[src/rtl/pb_pkg.sv]
// Shared protobuf field-type constants and the varint read FSM state type.
package pb_pkg;

  localparam int MAX_VARINT_BYTES = 10;

  localparam logic [4:0] FT_SINT32 = 5'd17;
  localparam logic [4:0] FT_SINT64 = 5'd18;

  typedef enum logic [2:0] {
    IDLE,
    WAIT1,
    REQ2,
    WAIT2,
    FIN,
    HOLD
  } state_t;

  // Field types whose decoded value is truncated to 32 bits without zigzag.
  function automatic logic is_32bit_type(input logic [4:0] ft);
    return (ft == 5'd2) || (ft == 5'd5) || (ft == 5'd7) ||
           (ft == 5'd13) || (ft == 5'd15);
  endfunction

endpackage

[src/rtl/varint_deser_rd_if.sv]
// 8-lane DRAM read port used by the varint reader.
interface varint_deser_rd_if;

  logic [7:0]       dram_en;
  logic [7:0][63:0] dram_addr;
  logic             dram_rdwr;
  logic [7:0][7:0]  dram_rdata;

  modport master (
    output dram_en,
    output dram_addr,
    output dram_rdwr,
    input  dram_rdata
  );

  modport slave (
    input  dram_en,
    input  dram_addr,
    input  dram_rdwr,
    output dram_rdata
  );

endinterface

[src/rtl/varint_deser.sv]
// Combinational varint decoder: up to 10 bytes in, raw value, length and
// malformed flag out.
module varint_deser
  import pb_pkg::*;
(
  input  logic [MAX_VARINT_BYTES-1:0][7:0] bytes,
  output logic [63:0]                      raw,
  output logic [3:0]                       len,
  output logic                             err
);

  logic found;

  // Byte 9 shifted by 63 keeps only its bit 0; the rest falls off the top.
  always_comb begin
    raw   = '0;
    len   = 4'(MAX_VARINT_BYTES);
    err   = 1'b1;
    found = 1'b0;
    for (int k = 0; k < MAX_VARINT_BYTES; k++) begin
      if (!found) begin
        raw = raw | (64'(bytes[k][6:0]) << (7 * k));
        if (!bytes[k][7]) begin
          found = 1'b1;
          len   = 4'(k + 1);
          err   = 1'b0;
        end
      end
    end
  end

endmodule

[src/rtl/varint_deser_rd.sv]
// Reads one protobuf varint from DRAM (one 8-lane read, plus a 2-lane read
// when needed), decodes it per field type and pulses done.
module varint_deser_rd
  import pb_pkg::*;
#(
  parameter int RD_LAT = 20
) (
  input  logic                     clk,
  input  logic                     reset,
  input  logic                     en,
  input  logic [63:0]              src_addr,
  input  logic [4:0]               field_type,
  varint_deser_rd_if.master        dram,
  output logic [63:0]              value,
  output logic [3:0]               bytes_read,
  output logic                     error,
  output logic                     done
);

  localparam int CNT_W = $clog2(RD_LAT + 2) + 1;
  // The second read is given one extra counter step so done lands at
  // 2*RD_LAT+4 while the first read lands at RD_LAT+2.
  localparam logic [CNT_W-1:0] LAT1 = CNT_W'(RD_LAT - 1);
  localparam logic [CNT_W-1:0] LAT2 = CNT_W'(RD_LAT);

  state_t                                 state, state_nx;
  logic [CNT_W-1:0]                       cnt;
  logic [MAX_VARINT_BYTES-1:0][7:0]       byte_buf;
  logic                                   issue1, issue2, cap1, cap2, fin;
  logic                                   term_in_first;

  logic [63:0] raw;
  logic [3:0]  len;
  logic        err;
  logic [63:0] zz64;
  logic [31:0] zz32;
  logic [63:0] dec;

  varint_deser u_deser (
    .bytes (byte_buf),
    .raw   (raw),
    .len   (len),
    .err   (err)
  );

  always_comb begin
    term_in_first = 1'b0;
    for (int i = 0; i < 8; i++) begin
      if (!dram.dram_rdata[i][7]) term_in_first = 1'b1;
    end
  end

  always_comb begin
    state_nx = state;
    issue1   = 1'b0;
    issue2   = 1'b0;
    cap1     = 1'b0;
    cap2     = 1'b0;
    fin      = 1'b0;
    if (!en && state != IDLE) begin
      state_nx = IDLE;
    end else begin
      case (state)
        IDLE: begin
          if (en) begin
            issue1   = 1'b1;
            state_nx = WAIT1;
          end
        end
        WAIT1: begin
          if (cnt == LAT1) begin
            cap1     = 1'b1;
            state_nx = term_in_first ? FIN : REQ2;
          end
        end
        REQ2: begin
          issue2   = 1'b1;
          state_nx = WAIT2;
        end
        WAIT2: begin
          if (cnt == LAT2) begin
            cap2     = 1'b1;
            state_nx = FIN;
          end
        end
        FIN: begin
          fin      = 1'b1;
          state_nx = HOLD;
        end
        HOLD:    state_nx = HOLD;
        default: state_nx = IDLE;
      endcase
    end
  end

  always_ff @(posedge clk) begin
    if (reset) state <= IDLE;
    else       state <= state_nx;
  end

  always_comb begin
    zz64 = (raw >> 1) ^ (-(raw & 64'd1));
    zz32 = (raw[31:0] >> 1) ^ (-(raw[31:0] & 32'd1));
    if (field_type == FT_SINT64)      dec = zz64;
    else if (field_type == FT_SINT32) dec = {32'd0, zz32};
    else if (is_32bit_type(field_type)) dec = {32'd0, raw[31:0]};
    else                              dec = raw;
  end

  always_ff @(posedge clk) begin
    if (reset) begin
      dram.dram_en   <= '0;
      dram.dram_addr <= '0;
      dram.dram_rdwr <= 1'b0;
      cnt            <= '0;
      byte_buf       <= '0;
      value          <= '0;
      bytes_read     <= '0;
      error          <= 1'b0;
      done           <= 1'b0;
    end else begin
      done           <= fin;
      dram.dram_rdwr <= issue1 | issue2;
      dram.dram_en   <= issue1 ? 8'hFF : (issue2 ? 8'h03 : 8'h00);

      if (issue1) begin
        for (int i = 0; i < 8; i++) dram.dram_addr[i] <= src_addr + 64'(i);
        value          <= '0;
        bytes_read     <= '0;
        error          <= 1'b0;
        byte_buf[9:8]  <= '0;
      end else if (issue2) begin
        dram.dram_addr    <= '0;
        dram.dram_addr[0] <= src_addr + 64'd8;
        dram.dram_addr[1] <= src_addr + 64'd9;
      end

      if (issue1 || issue2)                cnt <= '0;
      else if (state == WAIT1 || state == WAIT2) cnt <= cnt + 1'b1;

      if (cap1) byte_buf[7:0] <= dram.dram_rdata;
      if (cap2) byte_buf[9:8] <= dram.dram_rdata[1:0];

      if (fin) begin
        value      <= dec;
        bytes_read <= len;
        error      <= err;
      end
    end
  end

endmodule
[src/flat_wrapper.sv]
// flat-port wrapper written by rule: the top's interface ports become plain ports
module varint_deser_rd_flat import pb_pkg::*;
#(
  parameter int RD_LAT = 20
)
  (clk, reset, en, src_addr, field_type, value, bytes_read, error, done, dram_dram_en, dram_dram_addr, dram_dram_rdwr, dram_dram_rdata);
  varint_deser_rd_if dram_i ();
  input  logic clk;
  input  logic reset;
  input  logic en;
  input  logic [63:0] src_addr;
  input  logic [4:0] field_type;
  output logic [63:0] value;
  output logic [3:0] bytes_read;
  output logic error;
  output logic done;
  output wire logic [$bits(dram_i.dram_en)-1:0] dram_dram_en;
  output wire logic [$bits(dram_i.dram_addr)-1:0] dram_dram_addr;
  output wire logic [$bits(dram_i.dram_rdwr)-1:0] dram_dram_rdwr;
  input wire logic [$bits(dram_i.dram_rdata)-1:0] dram_dram_rdata;
  assign dram_dram_en = dram_i.dram_en;
  assign dram_dram_addr = dram_i.dram_addr;
  assign dram_dram_rdwr = dram_i.dram_rdwr;
  assign dram_i.dram_rdata = dram_dram_rdata;
  varint_deser_rd #(.RD_LAT(RD_LAT)) u_core (.clk(clk), .reset(reset), .en(en), .src_addr(src_addr), .field_type(field_type), .dram(dram_i), .value(value), .bytes_read(bytes_read), .error(error), .done(done));
endmodule
[config.mk]
export PLATFORM = sky130hd
export DESIGN_NAME = varint_deser_rd_flat
export DESIGN_NICKNAME = d
export VERILOG_FILES = /design/src/rtl/pb_pkg.sv /design/src/rtl/varint_deser_rd_if.sv /design/src/rtl/varint_deser.sv /design/src/rtl/varint_deser_rd.sv /design/src/flat_wrapper.sv
export SDC_FILE = /design/constraint.sdc
export NUM_CORES = 2
export LEC_CHECK = 0
export CORE_AREA = 2 2 281 283
export DETAILED_ROUTE_END_ITERATION = 10
export DIE_AREA = 0 0 283 285
export GPL_TIMING_DRIVEN = 0
export PLACE_DENSITY = 0.7
export SKIP_LAST_GASP = 1
export SLEW_MARGIN = 20
export SYNTH_ARGS = -nofsm -noshare
export SYNTH_HDL_FRONTEND = slang
export SYNTH_HIERARCHICAL = 1
export SYNTH_SLANG_ARGS = --single-unit
[constraint.sdc]
create_clock -name clk -period 3.34 [get_ports clk]
set_clock_uncertainty 0.05 [all_clocks]
set_input_delay 0.668 -clock clk [delete_from_list [all_inputs] [get_ports clk]]
set_output_delay 0.668 -clock clk [all_outputs]
set_load 0.01 [all_outputs]
==> flow_metrics.tcl <==
set metrics [dict create \
    status "complete, but fails checks" \
    violations "capacitance limit, slew limit, setup timing" \
    clockBufferDepth 3 \
    synthToLayoutAreaGrowth_pct 39.5 \
    drv_cap 1 \
    cts_num_sinks 661 \
    tns_ns -1.67 \
    wl_per_cell_um 31.9 \
    dp_hpwl_mm 145 \
    grt_usage_pct 44.2 \
    drive_above_1_share_pct 10.4 \
    grt_pass1_wl_mm 254 \
    cp-end-kind "register" \
    worst_slew_pin_slew_ns 1.51 \
    finalWorstSetupSlack_ns -0.138 \
    cp_max_fo 10 \
    routed_wl_mm 188 \
    critPathKind "in2reg" \
    finalHoldViolCount 0 \
    nFillCells 7330 \
    vias_per_cell 6.14 \
    reg2reg_from "u_core/state[2]" \
    gp_congestion 1.08 \
    hold_path_depth 2 \
    cp.arrival_ns 4.00 \
    first_pass_iters 7 \
    die_x_um 283 \
    hold-worst-slack_ns 0.390 \
    rsz0062_at_grt "yes" \
    synth_fp_nets 4057 \
    leakage_nw 15.3 \
    cts_tree "yes" \
    dr.first_iter.drc_count 5402 \
    finalPower_mw 20.4 \
    syn_inst 3908 \
    grt_overflow 0 \
    core_mm2 0.0780 \
    power_density_mw_per_mm2 465 \
    drv_slew 11 \
    fin_crit_ns 3.48 \
    cts_root_buf "clkbuf_16" \
    slew_headroom_pct -0.686 \
    std_cell_rows 103 \
    clk_latency_ns 0.64 \
    peakVddDrop_uv 317 \
    r2r_cells 8 \
    setup_viol 33 \
    h-tree-depth 3 \
    hold_path_class "reg2reg" \
    min_from "u_core/value[31]" \
    yosys_warnings 6 \
    grt_max_degree 15 \
    ios 727 \
    whs_endpoint "u_core/value[31]" \
    die_h_um 285 \
    drc 0 \
    path_clk_slew_ns 0.06 \
    netlist_area_mm2 0.0314 \
    portBuffers 701 \
    syn_avg_cell_area_um2 8.03 \
    antenna_found_initial 27 \
    holdBufCountCts 0 \
    drtAntennaViolNets 0 \
    r2r-end "u_core/dram.dram_addr[144]" \
    first_global_vias 33000 \
    nets 4912 \
    cts_buffers 73 \
    worstSetupStartpointType "input pin" \
    required_ns 3.87 \
    start_util_pct 40.2 \
    max_clock_freq_mhz 288 \
    fin_crit_sh_pct 104 \
    r2r_slack_ns -0.08 \
    die_area_mm2 0.0807 \
    vias 36100 \
]
==> placed cells by master (no fill, tap or decap), types with 15 or more instances in the layout <==
master	n
buf_4	98
clkbuf_2	46
inv_1	25
nor2_1	175
a31oi_1	40
xor2_1	172
xnor2_1	204
clkbuf_8	15
diode_2	15
dfxtp_1	660
buf_1	17
and2_1	41
nand2_1	769
nand4_1	131
a21oi_1	135
o21ai_0	401
and4_1	21
clkbuf_16	75
clkdlybuf4s50_1	698
nor4_1	31
or3_1	20
clkbuf_1	189
nor4_2	16
buf_2	70
and3_1	58
nor4_4	26
a22o_1	17
o211ai_1	55
a221o_1	44
nor3_2	21
or4_1	33
nor3_1	42
nand3_1	177
mux2i_1	15
==> stage by stage <==
stage | setup slack, ns | std cells | utilization, % | area (µm²)
after CTS | -0.300 | 5824 | 55.4 | 43200
after global placement | -3.03 | 5659 | 50.9 | 39700
after detailed placement | -2.40 | 5678 | 51.5 | 40100
after global routing | -0.0780 | 5874 | 56.1 | 43800
final | -0.138 | 5881 | 56.2 | 43800
after floorplan | -0.0159 | 3908 | - | 31400
==> worst max path at each step <==
stage	start	to	slack (ns)	depth (start not counted)
final	src_addr[23]	u_core/dram.dram_addr[118]	-0.14	6
after global routing	src_addr[23]	u_core/dram.dram_addr[118]	-0.08	6
after CTS	src_addr[36]	u_core/dram.dram_addr[176]	-0.30	8
after detailed placement	en	u_core/dram.dram_addr[96]	-2.40	11
after global placement	en	u_core/dram.dram_addr[99]	-3.03	11
after floorplan	en	u_core/dram.dram_addr[120]	-0.02	10
==> power breakdown <==
part | total [mW] | internal, mW | switching (mW)
logic | 3.25 | 1.27 | 1.98
clock network | 8.43 | 4.86 | 3.57
registers | 8.69 | 8.32 | 0.377
==> sequential cells by signal, indices dropped and copies added (netlist names) <==
register,count
u_core/done,1
u_core/value,64
u_core/cnt,6
u_core/state,3
u_core/bytes_read,4
u_core/byte_buf,74
u_core/dram.dram_en,2
u_core/dram.dram_addr,506
u_core/error,1
==> metal layers <==
layer	vias to the layer above	GRT usage, %	wire length (µm)
met5	-	0	181
met4	22	30.0	15500
met3	683	13.8	24400
met2	2731	65.6	78200
met1	17300	54.9	69400
li1	15300	-	-
==> critical path: stages <==
cell and delay [ns]:
clkdlybuf4s50_1 0.64, nand4_1 0.66, nor4_2 0.78, nand4_1 0.52, or4_1 0.63, nand3_1 0.09
==> cell type report <==
class	instances	area (µm²)	share of cell area (%)
Timing Repair Buffer	786	7680	17.5
Antenna cell	15	37.5	0.0857
Clock inverter	26	320	0.732
Clock buffer	102	2130	4.86
Inverter	31	128	0.291
Tap cell	1050	1310	3.00
Buffer	337	1540	3.52
Sequential cell	661	13200	30.2
Multi-Input combinational cell	2873	17400	39.7
==> timing repair <==
| item | 4_1_cts | 5_1_grt |
|---|---|---|
| pin swaps | 16 | 17 |
| gates resized for setup | 100 | 85 |
| cloned | 0 | 0 |
| buffers inserted | 21 | 45 |
| setup endpoints to repair | 384 | 306 |
No activity file was read; power rests on OpenSTA's default activity.
